==> src/rtl/fm_sb_pkg.sv <==
// rtl/fm_sb_pkg.sv - shared types, widths and helpers for the fast-monitoring spy buffers
//
// Purpose : common definitions for the spy-buffer writer and its read pipeline.
// Contents: monitored-width limits, mode and state enums, and the per-buffer
//           address-width helper derived from the AXI byte window of one buffer.
package fm_sb_pkg;

    localparam int MON_DW_MAX        = 256;
    localparam int PB_MODE_WIDTH     = 2;
    localparam int SB_STATE_WIDTH    = 3;
    // Byte-address window one spy buffer occupies on the AXI read-out side.
    localparam int AXI_SB_ADDR_WIDTH = 15;

    typedef enum logic [PB_MODE_WIDTH-1:0] {
        SB_MODE_CIRCULAR = 2'd0,
        SB_MODE_ONESHOT  = 2'd1,
        SB_MODE_HOLD     = 2'd2,
        SB_MODE_PLAYBACK = 2'd3
    } sb_mode_t;

    typedef enum logic [SB_STATE_WIDTH-1:0] {
        SB_IDLE      = 3'd0,
        SB_CAPTURE   = 3'd1,
        SB_POST_TRIG = 3'd2,
        SB_FROZEN    = 3'd3,
        SB_HOLD      = 3'd4,
        SB_PLAYBACK  = 3'd5
    } sb_state_t;

    // Word-address width of a buffer: the AXI byte window minus the byte
    // offset bits of one monitored word (256-bit words give 10 address bits).
    function automatic int sb_addr_width(input int dw);
        return AXI_SB_ADDR_WIDTH - int'($clog2(dw / 8));
    endfunction

endpackage

==> src/rtl/fm_sb_rd_pipe.sv <==
// rtl/fm_sb_rd_pipe.sv - read-latency valid alignment pipeline for spy-buffer playback
//
// Purpose : delays the "address issued" flag by RD_LAT cycles so the valid
//           lines up with memory read data; data is forced to 0 when not valid.
// Ports   : clk_i, rst_ni    clock, asynchronous active-low reset
//           flush_i          clears every in-flight valid (re-arm)
//           issue_i          a read address is being presented this cycle
//           rdata_i          memory read data
//           vld_o, data_o    aligned playback valid and data
module fm_sb_rd_pipe
    import fm_sb_pkg::*;
#(
    parameter int SB_DW  = MON_DW_MAX,
    parameter int RD_LAT = 2
) (
    input  logic             clk_i,
    input  logic             rst_ni,
    input  logic             flush_i,
    input  logic             issue_i,
    input  logic [SB_DW-1:0] rdata_i,
    output logic             vld_o,
    output logic [SB_DW-1:0] data_o
);

    logic [RD_LAT-1:0] vld_sr_q;
    logic [RD_LAT-1:0] vld_sr_d;

    always_comb begin
        vld_sr_d    = '0;
        vld_sr_d[0] = issue_i & ~flush_i;
        for (int i = 1; i < RD_LAT; i++) begin
            vld_sr_d[i] = vld_sr_q[i-1] & ~flush_i;
        end
    end

    always_ff @(posedge clk_i or negedge rst_ni) begin
        if (!rst_ni) begin
            vld_sr_q <= '0;
        end else begin
            vld_sr_q <= vld_sr_d;
        end
    end

    assign vld_o  = vld_sr_q[RD_LAT-1];
    assign data_o = vld_o ? rdata_i : '0;

endmodule

==> src/rtl/fm_sb_writer.sv <==
// rtl/fm_sb_writer.sv - write-side capture / playback controller for one spy buffer
//
// Purpose : captures the monitored stream into the spy-buffer memory in circular
//           or one-shot mode with trigger freeze and post-trigger count, holds the
//           buffer for read-out, or plays the buffer back as a stream.
// Ports   : spy_clock, spy_reset_n      clock, asynchronous active-low reset
//           fm_data, fm_vld             monitored stream in
//           pb_mode, arm                mode select (sampled on arm), start pulse
//           freeze_req, post_trig_cnt   trigger pulse and words still written after it
//           mem_we/addr/wdata, mem_rdata  spy-buffer memory port
//           pb_data, pb_vld             playback stream out
//           sb_state, frozen, wrapped, trig_addr, word_cnt  status
module fm_sb_writer
    import fm_sb_pkg::*;
#(
    parameter int SB_DW  = MON_DW_MAX,
    parameter int ADDR_W = sb_addr_width(MON_DW_MAX),
    parameter int RD_LAT = 2
) (
    input  logic                       spy_clock,
    input  logic                       spy_reset_n,
    input  logic [SB_DW-1:0]           fm_data,
    input  logic                       fm_vld,
    input  logic [PB_MODE_WIDTH-1:0]   pb_mode,
    input  logic                       arm,
    input  logic                       freeze_req,
    input  logic [ADDR_W-1:0]          post_trig_cnt,
    output logic                       mem_we,
    output logic [ADDR_W-1:0]          mem_addr,
    output logic [SB_DW-1:0]           mem_wdata,
    input  logic [SB_DW-1:0]           mem_rdata,
    output logic [SB_DW-1:0]           pb_data,
    output logic                       pb_vld,
    output logic [SB_STATE_WIDTH-1:0]  sb_state,
    output logic                       frozen,
    output logic                       wrapped,
    output logic [ADDR_W-1:0]          trig_addr,
    output logic [ADDR_W:0]            word_cnt
);

    localparam logic [ADDR_W-1:0] ADDR_MAX = {ADDR_W{1'b1}};
    localparam logic [ADDR_W-1:0] PTC_ONE  = {{(ADDR_W-1){1'b0}}, 1'b1};

    sb_state_t          state_q, state_d;
    sb_mode_t           mode_q, mode_d;
    logic [ADDR_W-1:0]  wr_ptr_q, wr_ptr_d;
    logic [ADDR_W-1:0]  rd_ptr_q, rd_ptr_d;
    logic [ADDR_W-1:0]  ptc_q, ptc_d;
    logic [ADDR_W-1:0]  trig_addr_q, trig_addr_d;
    logic [ADDR_W:0]    word_cnt_q, word_cnt_d;
    logic               wrapped_q, wrapped_d;
    logic               mem_we_q, mem_we_d;
    logic [ADDR_W-1:0]  mem_addr_q, mem_addr_d;
    logic [SB_DW-1:0]   mem_wdata_q, mem_wdata_d;

    logic               capturing;
    logic               wr_accept;
    logic               at_end;
    logic               oneshot_end;
    logic               trig_now;

    // arm takes priority over everything, so a word arriving in the arm cycle
    // is dropped rather than written at the stale pointer.
    assign capturing   = (state_q == SB_CAPTURE) || (state_q == SB_POST_TRIG);
    assign wr_accept   = fm_vld && capturing && !arm;
    assign at_end      = (wr_ptr_q == ADDR_MAX);
    assign oneshot_end = wr_accept && at_end && (mode_q == SB_MODE_ONESHOT);
    assign trig_now    = freeze_req && !arm && (state_q == SB_CAPTURE);

    // ---------------------------------------------------------------- state register
    always_ff @(posedge spy_clock or negedge spy_reset_n) begin
        if (!spy_reset_n) begin
            state_q <= SB_IDLE;
        end else begin
            state_q <= state_d;
        end
    end

    // ---------------------------------------------------------------- next state
    always_comb begin
        state_d = state_q;
        if (arm) begin
            unique case (sb_mode_t'(pb_mode))
                SB_MODE_CIRCULAR,
                SB_MODE_ONESHOT:  state_d = SB_CAPTURE;
                SB_MODE_HOLD:     state_d = SB_HOLD;
                SB_MODE_PLAYBACK: state_d = SB_PLAYBACK;
                default:          state_d = SB_IDLE;
            endcase
        end else begin
            case (state_q)
                SB_CAPTURE: begin
                    if (oneshot_end) begin
                        state_d = SB_FROZEN;
                    end else if (trig_now) begin
                        state_d = (post_trig_cnt == '0) ? SB_FROZEN : SB_POST_TRIG;
                    end
                end
                SB_POST_TRIG: begin
                    // The write that takes the counter from 1 to 0 is the last one.
                    if (oneshot_end || (wr_accept && (ptc_q == PTC_ONE))) begin
                        state_d = SB_FROZEN;
                    end
                end
                default: state_d = state_q;
            endcase
        end
    end

    // ---------------------------------------------------------------- datapath next
    always_comb begin
        mode_d      = mode_q;
        wr_ptr_d    = wr_ptr_q;
        rd_ptr_d    = rd_ptr_q;
        ptc_d       = ptc_q;
        trig_addr_d = trig_addr_q;
        word_cnt_d  = word_cnt_q;
        wrapped_d   = wrapped_q;
        mem_we_d    = 1'b0;
        mem_addr_d  = mem_addr_q;
        mem_wdata_d = mem_wdata_q;

        if (arm) begin
            mode_d      = sb_mode_t'(pb_mode);
            wr_ptr_d    = '0;
            rd_ptr_d    = '0;
            ptc_d       = '0;
            trig_addr_d = '0;
            word_cnt_d  = '0;
            wrapped_d   = 1'b0;
        end else begin
            if (wr_accept) begin
                mem_we_d    = 1'b1;
                mem_addr_d  = wr_ptr_q;
                mem_wdata_d = fm_data;
                wr_ptr_d    = wr_ptr_q + 1'b1;
                // One-shot freezes on the last address instead of wrapping.
                if (at_end && (mode_q != SB_MODE_ONESHOT)) begin
                    wrapped_d = 1'b1;
                end
                if (!word_cnt_q[ADDR_W]) begin
                    word_cnt_d = word_cnt_q + 1'b1;
                end
                if (state_q == SB_POST_TRIG) begin
                    ptc_d = ptc_q - 1'b1;
                end
            end
            // The trigger position points past a word written in the same cycle.
            if (trig_now) begin
                trig_addr_d = wr_accept ? (wr_ptr_q + 1'b1) : wr_ptr_q;
                ptc_d       = post_trig_cnt;
            end
            if (state_q == SB_PLAYBACK) begin
                rd_ptr_d = rd_ptr_q + 1'b1;
            end
        end
    end

    always_ff @(posedge spy_clock or negedge spy_reset_n) begin
        if (!spy_reset_n) begin
            mode_q      <= SB_MODE_CIRCULAR;
            wr_ptr_q    <= '0;
            rd_ptr_q    <= '0;
            ptc_q       <= '0;
            trig_addr_q <= '0;
            word_cnt_q  <= '0;
            wrapped_q   <= 1'b0;
            mem_we_q    <= 1'b0;
            mem_addr_q  <= '0;
            mem_wdata_q <= '0;
        end else begin
            mode_q      <= mode_d;
            wr_ptr_q    <= wr_ptr_d;
            rd_ptr_q    <= rd_ptr_d;
            ptc_q       <= ptc_d;
            trig_addr_q <= trig_addr_d;
            word_cnt_q  <= word_cnt_d;
            wrapped_q   <= wrapped_d;
            mem_we_q    <= mem_we_d;
            mem_addr_q  <= mem_addr_d;
            mem_wdata_q <= mem_wdata_d;
        end
    end

    // ---------------------------------------------------------------- playback pipe
    fm_sb_rd_pipe #(
        .SB_DW  (SB_DW),
        .RD_LAT (RD_LAT)
    ) u_rd_pipe (
        .clk_i   (spy_clock),
        .rst_ni  (spy_reset_n),
        .flush_i (arm),
        .issue_i (state_q == SB_PLAYBACK),
        .rdata_i (mem_rdata),
        .vld_o   (pb_vld),
        .data_o  (pb_data)
    );

    // ---------------------------------------------------------------- outputs
    // In playback the read pointer drives the address directly so the read
    // latency counts from the first PLAYBACK cycle.
    always_comb begin
        mem_we    = mem_we_q;
        mem_addr  = (state_q == SB_PLAYBACK) ? rd_ptr_q : mem_addr_q;
        mem_wdata = mem_wdata_q;
        sb_state  = state_q;
        frozen    = (state_q == SB_FROZEN) || (state_q == SB_HOLD);
        wrapped   = wrapped_q;
        trig_addr = trig_addr_q;
        word_cnt  = (state_q == SB_HOLD) ? '0 : word_cnt_q;
    end

endmodule

==> config.mk <==
export PLATFORM = sky130hd
export DESIGN_NAME = fm_sb_writer
export DESIGN_NICKNAME = d
export VERILOG_FILES = /design/src/rtl/fm_sb_pkg.sv /design/src/rtl/fm_sb_rd_pipe.sv /design/src/rtl/fm_sb_writer.sv
export SDC_FILE = /design/constraint.sdc
export NUM_CORES = 1
export LEC_CHECK = 0
export BUFFER_PORTS_ARGS = -buffer_cell sky130_fd_sc_hd__buf_2
export CORE_AREA = 2 2 424 426
export CTS_BUF_LIST = sky130_fd_sc_hd__clkbuf_8
export DETAILED_ROUTE_END_ITERATION = 10
export DIE_AREA = 0 0 426 428
export GPL_ROUTABILITY_DRIVEN = 1
export PLACE_DENSITY = 0.34
export SLEW_MARGIN = 20
export SYNTH_ARGS = -nofsm -noshare
export SYNTH_HDL_FRONTEND = slang
export SYNTH_SLANG_ARGS = --single-unit
==> constraint.sdc <==
create_clock -name spy_clock -period 2.6 [get_ports spy_clock]
set_clock_uncertainty 0.2 [all_clocks]
set_input_delay 0.13 -clock spy_clock [delete_from_list [all_inputs] [get_ports spy_clock]]
set_output_delay 0.13 -clock spy_clock [all_outputs]
set_load 0.02 [all_outputs]
==> results.sh, run 1 <==
export IMPL_max_vdd_ir_drop_mv=0.461
export IMPL_grt_max_degree=116
export IMPL_numPlacedInstances=4614
export IMPL_timing_worst_slew_pin_value_ns=0.574
export IMPL_design_die_area_sq_um=182000
export IMPL_post_synth_num_cell_types=58
export IMPL_port_buffers=1078
export IMPL_gr_usage_all_layers_pct=14.4
export IMPL_h_tree_depth=3
export IMPL_tns_ns=0
export IMPL_route_antenna_remaining_nets=0
export IMPL_reg2reg_slack_ns=0.17
export IMPL_final_cell_count_no_fill=5316
export IMPL_global_route_overflow_total=0
export IMPL_synth_warnings=0
export IMPL_total_count_of_max_transition_violations_in_the_final_report=0
export IMPL_grt_antenna_before_repair=46
export IMPL_cp_arrival_ns=2.19
export IMPL_routabilityCongestion=1.02
export IMPL_clock_sinks=326
export IMPL_tritoncts="yes"
export IMPL_power_density_nw_per_um2=737
export IMPL_synth_net_count=1754
export IMPL_drt_total_wl_microns=135000
export IMPL_crit_path_capture_type="output port"
export IMPL_cp_required_ns=2.27
export IMPL_netlist_top_cells_area="sky130_fd_sc_hd__dfrtp_1 (54%), sky130_fd_sc_hd__mux2_2 (20%), sky130_fd_sc_hd__and2_1 (11%), sky130_fd_sc_hd__buf_6 (1.9%), sky130_fd_sc_hd__nand2_1 (1.3%)"
export IMPL_area_of_the_multi_input_gates_sq_um=6500
export IMPL_report_power_total_mw=22.5
export IMPL_design_final_nets=3416
export IMPL_synth_seq_area_share_pct=54.3
export IMPL_yosys_area_top_type_share_pct=54.3
export IMPL_first_iter_violations=853
export IMPL_leakage_power_nw=14.6
export IMPL_syn_to_final_growth_pct=103
export IMPL_dpl_hpwl_microns=112000
export IMPL_max_cap_violations=0
export IMPL_synth_top_cell_by_area="sky130_fd_sc_hd__dfrtp_1"
export IMPL_outcome="finished, final reports clean"
export IMPL_placed_cell_area_sq_um=23400
export IMPL_postSynthAreaPerCell_sq_um=12.3
export IMPL_max_freq_mhz=397
export IMPL_crit_type="reg -> out"
export IMPL_design_portCount=1079
export IMPL_clkSlewWorstSetupHoldPaths_ns=0.06
export IMPL_row_count=155
export IMPL_die_width_microns=426
export IMPL_final_period_minus_worst_setup_slack_ns=2.52
export IMPL_drc=0
export IMPL_die_height_microns=428
export IMPL_drt_pre_antenna_iters=5
export IMPL_cts_buffers_inserted=72
export IMPL_sequential_cell_area_sq_um=8170
export IMPL_grt_first_pass_wirelength_microns=174000
export IMPL_routed_via_count=16651
export IMPL_timing_hold_violations_final=0
export IMPL_postSynthRegisterBits=326
export IMPL_grt_setup_unrepaired="true"
export IMPL_number_of_global_route_vias_before_repair=17832
export IMPL_drive_above_1_share_pct=54.3
export IMPL_synthCells=1220
export IMPL_vias_per_cell=3.13
export IMPL_effective_utilization_at_floorplan_pct=8.46
export IMPL_ys_top_cells_by_count="sky130_fd_sc_hd__dfrtp_1 (326), sky130_fd_sc_hd__mux2_2 (267), sky130_fd_sc_hd__and2_1 (256), sky130_fd_sc_hd__nand2_1 (52), sky130_fd_sc_hd__nor2_1 (49)"
export IMPL_worstPathMaxFanout=115
export IMPL_slew_headroom_pct=61.7
export IMPL_post_synth_top_count_cell="sky130_fd_sc_hd__dfrtp_1"
export IMPL_async_reset_ff_share_pct=100
export IMPL_final_fill_count=20205
export IMPL_stdcell_area_sq_um=30600
export IMPL_synth_enable_flop_cells=0
export IMPL_cts_root_to_sink_buffers=3
export IMPL_synth_ff_type="sky130_fd_sc_hd__dfrtp_1"
export IMPL_netlist_area_pre_place_sq_um=15000
export IMPL_clock_root_buffer="sky130_fd_sc_hd__clkbuf_8"
export IMPL_hold_class="in -> reg"
export IMPL_worstSkewPairLatency_ns=0.75
export IMPL_finish_utilization_pct=17.2
export IMPL_setup_viol_count_final=0
export IMPL_avgRoutedWirePerCell_microns=25.4
export IMPL_coreArea_sq_um=178000
export IMPL_fin_crit_sh_pct=96.9
export IMPL_critPathLaunchType="flip-flop"
==> metal layers <==
layer | track usage [%] | wire [microns] | up-vias
met2 | 27.0 | 71000 | 661
met1 | 13.8 | 45100 | 8249
met5 | 0 | 89 | -
met4 | 8.81 | 10100 | 14
li1 | - | - | 7516
met3 | 4.21 | 8630 | 211
==> repair_timing <==
item / 4_1_cts / 5_1_grt
setup buffers: 4 / 0
pin swaps: 1 / 0
cloned: 1 / 0
hold buffers: 545 / 0
resized for setup: 104 / 18
endpoints found under the setup margin: 96 / 50
hold endpoints to repair: 642 / 0
==> report_power, final <==
group,total [mW],leakage [nW],switching (mW),internal [mW]
Sequential,7.77,4.03,0.947,6.82
Combinational,8.75,9.79,5.20,3.56
Clock,6.02,0.815,2.71,3.31
Total,22.5,14.6,8.85,13.7
==> cells in the final DEF, fill, tap and decap left out, drive strengths merged, types with 33 or more instances in the layout <==
cell | Yosys | final
and2 | 256 | 256
buf | 38 | 1120
clkbuf | 40 | 88
dfrtp | 326 | 326
diode | 0 | 33
dlygate4sd3 | 0 | 544
inv | 9 | 33
mux2 | 267 | 267
nand2 | 52 | 52
nor2 | 52 | 52
==> sequential cells by signal (all words and copies together) (netlist names) <==
name,count
u_rd_pipe.vld_sr_q,2
rd_ptr_q,10
word_cnt_q,11
mem_we,1
wr_ptr_q,10
wrapped,1
trig_addr,10
mem_wdata,256
sb_state,3
mode_q,2
mem_addr_q,10
ptc_q,10
==> stage by stage <==
| step | hold slack (ns) | setup WS [ns] |
|---|---|---|
| after floorplan | -0.366 | 0.507 |
| after global placement | -0.0273 | 0.276 |
| after detailed placement | -0.0220 | 0.319 |
| after CTS | 0.0183 | -0.0603 |
| after global routing | 0.100 | -0.0320 |
| final | 0.143 | 0.0809 |
==> cells by family after synthesis <==
| group | Yosys count | synth area share, % |
|---|---|---|
| AO/OA/AOI/OAI | 65 | 2.61 |
| XOR/XNOR | 25 | 1.63 |
| adder cells (fa/ha/maj) | 5 | 0.416 |
| buffers and inverters | 87 | 3.59 |
| flip-flops | 326 | 54.3 |
| multiplexers | 269 | 20.1 |
| AND/OR/NAND/NOR | 443 | 17.3 |
==> layout make-up <==
type,instances,area share [%]
tap,2355,9.64
clock buffer,87,3.92
clock inverter,33,0.765
antenna,33,0.270
inverter,9,0.123
multi-input combinational,808,21.3
timing repair buffer,1665,37.3
sequential,326,26.7
==> worst paths after layout <==
kind | start | endpoint | depth (start not counted)
worst max-delay path | u_rd_pipe.vld_sr_q[1] | pb_data[196] | 3
worst min-delay path | post_trig_cnt[9] | ptc_q[9] | 4
worst max register to register | sb_state[1] | ptc_q[1] | 8
worst min register to register | mem_wdata[80] | mem_wdata[80] | 1
max in group asynchronous | spy_reset_n | u_rd_pipe.vld_sr_q[1] | 4
min in group asynchronous | spy_reset_n | mem_wdata[74] | 4
==> critical path, stage by stage (launching register included) <==
cell	delay [ns]
sky130_fd_sc_hd__dfrtp_4	0.49
sky130_fd_sc_hd__buf_16	0.28
sky130_fd_sc_hd__and2_2	0.41
sky130_fd_sc_hd__buf_2	0.23
Note: power is estimated with default switching activity, not from simulation.
==> inputs of run 2 (changes only) <==
--- a/config.mk
+++ b/config.mk
@@ -11,7 +11,7 @@
 export DETAILED_ROUTE_END_ITERATION = 10
 export DIE_AREA = 0 0 426 428
 export GPL_ROUTABILITY_DRIVEN = 1
-export PLACE_DENSITY = 0.34
+export PLACE_DENSITY = 0.37
 export SLEW_MARGIN = 20
 export SYNTH_ARGS = -nofsm -noshare
 export SYNTH_HDL_FRONTEND = slang
==> results.sh, run 2 (synthesized netlist as in run 1, its figures left out) <==
export IMPL_outcome="finished, final reports clean"
export IMPL_first_iter_violations=818
export IMPL_hold_class="in -> reg"
export IMPL_vias_per_cell=3.15
export IMPL_mostFrequentLayoutCells="sky130_fd_sc_hd__buf_2 (1067), sky130_fd_sc_hd__dlygate4sd3_1 (501), sky130_fd_sc_hd__dfrtp_1 (323), sky130_fd_sc_hd__mux2_2 (267), sky130_fd_sc_hd__and2_1 (225)"
export IMPL_avgRoutedWirePerCell_microns=27.0
export IMPL_dpl_hpwl_microns=121000
export IMPL_numPlacedInstances=4642
export IMPL_grt_antenna_before_repair=59
export IMPL_holdWs_ns=0.0684
export IMPL_cts_root_to_sink_buffers=3
export IMPL_setup_viol_count_final=0
export IMPL_cts_buffers_inserted=68
export IMPL_report_power_total_mw=22.1
export IMPL_syn_to_final_growth_pct=102
export IMPL_global_route_overflow_total=0
export IMPL_final_cell_count_no_fill=5314
export IMPL_row_count=155
export IMPL_power_density_nw_per_um2=728
export IMPL_drc=0
export IMPL_leakage_power_nw=14.6
export IMPL_drive_above_1_share_pct=53.8
export IMPL_route_antenna_remaining_nets=0
export IMPL_effective_utilization_at_floorplan_pct=8.46
export IMPL_die_width_microns=426
export IMPL_clock_root_buffer="sky130_fd_sc_hd__clkbuf_8"
export IMPL_die_height_microns=428
export IMPL_h_tree_depth=3
export IMPL_drt_pre_antenna_iters=7
export IMPL_critPathLaunchType="flip-flop"
export IMPL_final_period_minus_worst_setup_slack_ns=2.53
export IMPL_clock_sinks=326
export IMPL_total_count_of_max_transition_violations_in_the_final_report=0
export IMPL_timing_worst_slew_pin_value_ns=0.669
export IMPL_routed_via_count=16762
export IMPL_grt_setup_unrepaired="true"
export IMPL_max_cap_violations=0
export IMPL_number_of_global_route_vias_before_repair=17773
export IMPL_worstPathMaxFanout=43
export IMPL_routabilityCongestion=1.02
export IMPL_clkSlewWorstSetupHoldPaths_ns=0.05
export IMPL_design_final_nets=3403
export IMPL_max_freq_mhz=396
export IMPL_coreArea_sq_um=178000
export IMPL_cp_arrival_ns=2.20
export IMPL_cp_required_ns=2.27
export IMPL_drt_total_wl_microns=144000
export IMPL_largest_register_ff_count=256
export IMPL_port_buffers=1078
export IMPL_commonest_non_fill_non_tap_cell_in_the_layout="sky130_fd_sc_hd__buf_2"
export IMPL_crit_type="reg -> out"
export IMPL_crit_path_capture_type="output port"
export IMPL_tritoncts="yes"
export IMPL_timing_hold_violations_final=0
export IMPL_max_vdd_ir_drop_mv=0.446
export IMPL_design_die_area_sq_um=182000
export IMPL_grt_max_degree=58
export IMPL_worstSkewPairLatency_ns=0.71
export IMPL_design_portCount=1079
export IMPL_slew_headroom_pct=55.0
export IMPL_finish_utilization_pct=17.1
export IMPL_fin_crit_sh_pct=97.2
export IMPL_grt_first_pass_wirelength_microns=182000
export IMPL_gr_usage_all_layers_pct=15.3
==> run 2: changes by cell type in the layout (fill, tap and decap cells not counted), moves of 11 or more <==
cell / previous run / this run
sky130_fd_sc_hd__clkbuf_8: 87 / 76
sky130_fd_sc_hd__and2_1: 185 / 225
sky130_fd_sc_hd__dlygate4sd3_1: 544 / 501
sky130_fd_sc_hd__and2_2: 50 / 30
sky130_fd_sc_hd__and2_4: 21 / 1
sky130_fd_sc_hd__buf_4: 27 / 58
==> run 2: cell type report <==
class                      count  area [sq um]
clock buffer                  76          1050
timing repair buffer        1656         11400
antenna                       43           108
sequential                   326          8160
clock inverter                41           233
tap                         2355          2950
inverter                       9          37.5
multi-input combinational    808          6420
fill                       20212        147000
==> run 2: worst max-delay path, cell delays in order, from the launching register on <==
cell	delay, ns
sky130_fd_sc_hd__dfrtp_4	0.41
sky130_fd_sc_hd__buf_12	0.18
sky130_fd_sc_hd__buf_12	0.20
sky130_fd_sc_hd__and2_1	0.39
sky130_fd_sc_hd__buf_2	0.27
==> run 2: path summary, 6_finish.rpt <==
kind | from | end | slack (ns) | depth (start not counted)
max | u_rd_pipe.vld_sr_q[1] | pb_data[186] | 0.07 | 4
min | fm_data[56] | mem_wdata[56] | 0.07 | 3
max reg2reg | sb_state[1] | mem_wdata[189] | 0.22 | 7
min reg2reg | u_rd_pipe.vld_sr_q[0] | u_rd_pipe.vld_sr_q[1] | 0.26 | 1
max in group asynchronous | spy_reset_n | mem_wdata[35] | 1.30 | 4
min in group asynchronous | spy_reset_n | mem_wdata[66] | 0.48 | 4
==> run 2: where the power goes <==
group / leakage (nW) / internal (mW) / switching, mW
combinational: 9.78 / 3.54 / 5.31
sequential: 4.03 / 6.82 / 0.997
clock: 0.758 / 2.86 / 2.54
total: 14.6 / 13.2 / 8.85
==> run 2: timing repair <==
action	CTS	global route
pin swaps	1	0
gates cloned	1	1
resized for setup	55	15
hold buffers	502	0
endpoints found under the hold margin	645	0
endpoints found under the setup margin	195	11
buffers inserted	8	1
==> run 2: per-stage QoR <==
step | setup TNS (ns) | setup slack (ns) | cell area [sq um]
2_1_floorplan | 0 | 0.507 | 15000
3_3_place_gp | 0 | 0.296 | 23600
3_5_place_dp | 0 | 0.275 | 23600
4_1_cts | -0.00491 | -0.00491 | 30100
5_1_grt | -0.0581 | -0.0401 | 30300
6_report | 0 | 0.0734 | 30300
==> run 2: routing by layer <==
metal | global-route usage (%) | part of all wire (%) | wire (microns)
met5 | 0 | 0.033 | 47
met4 | 10.1 | 8.0 | 11500
met3 | 3.56 | 5.6 | 8080
met2 | 29.1 | 54 | 77200
met1 | 14.4 | 33 | 46700
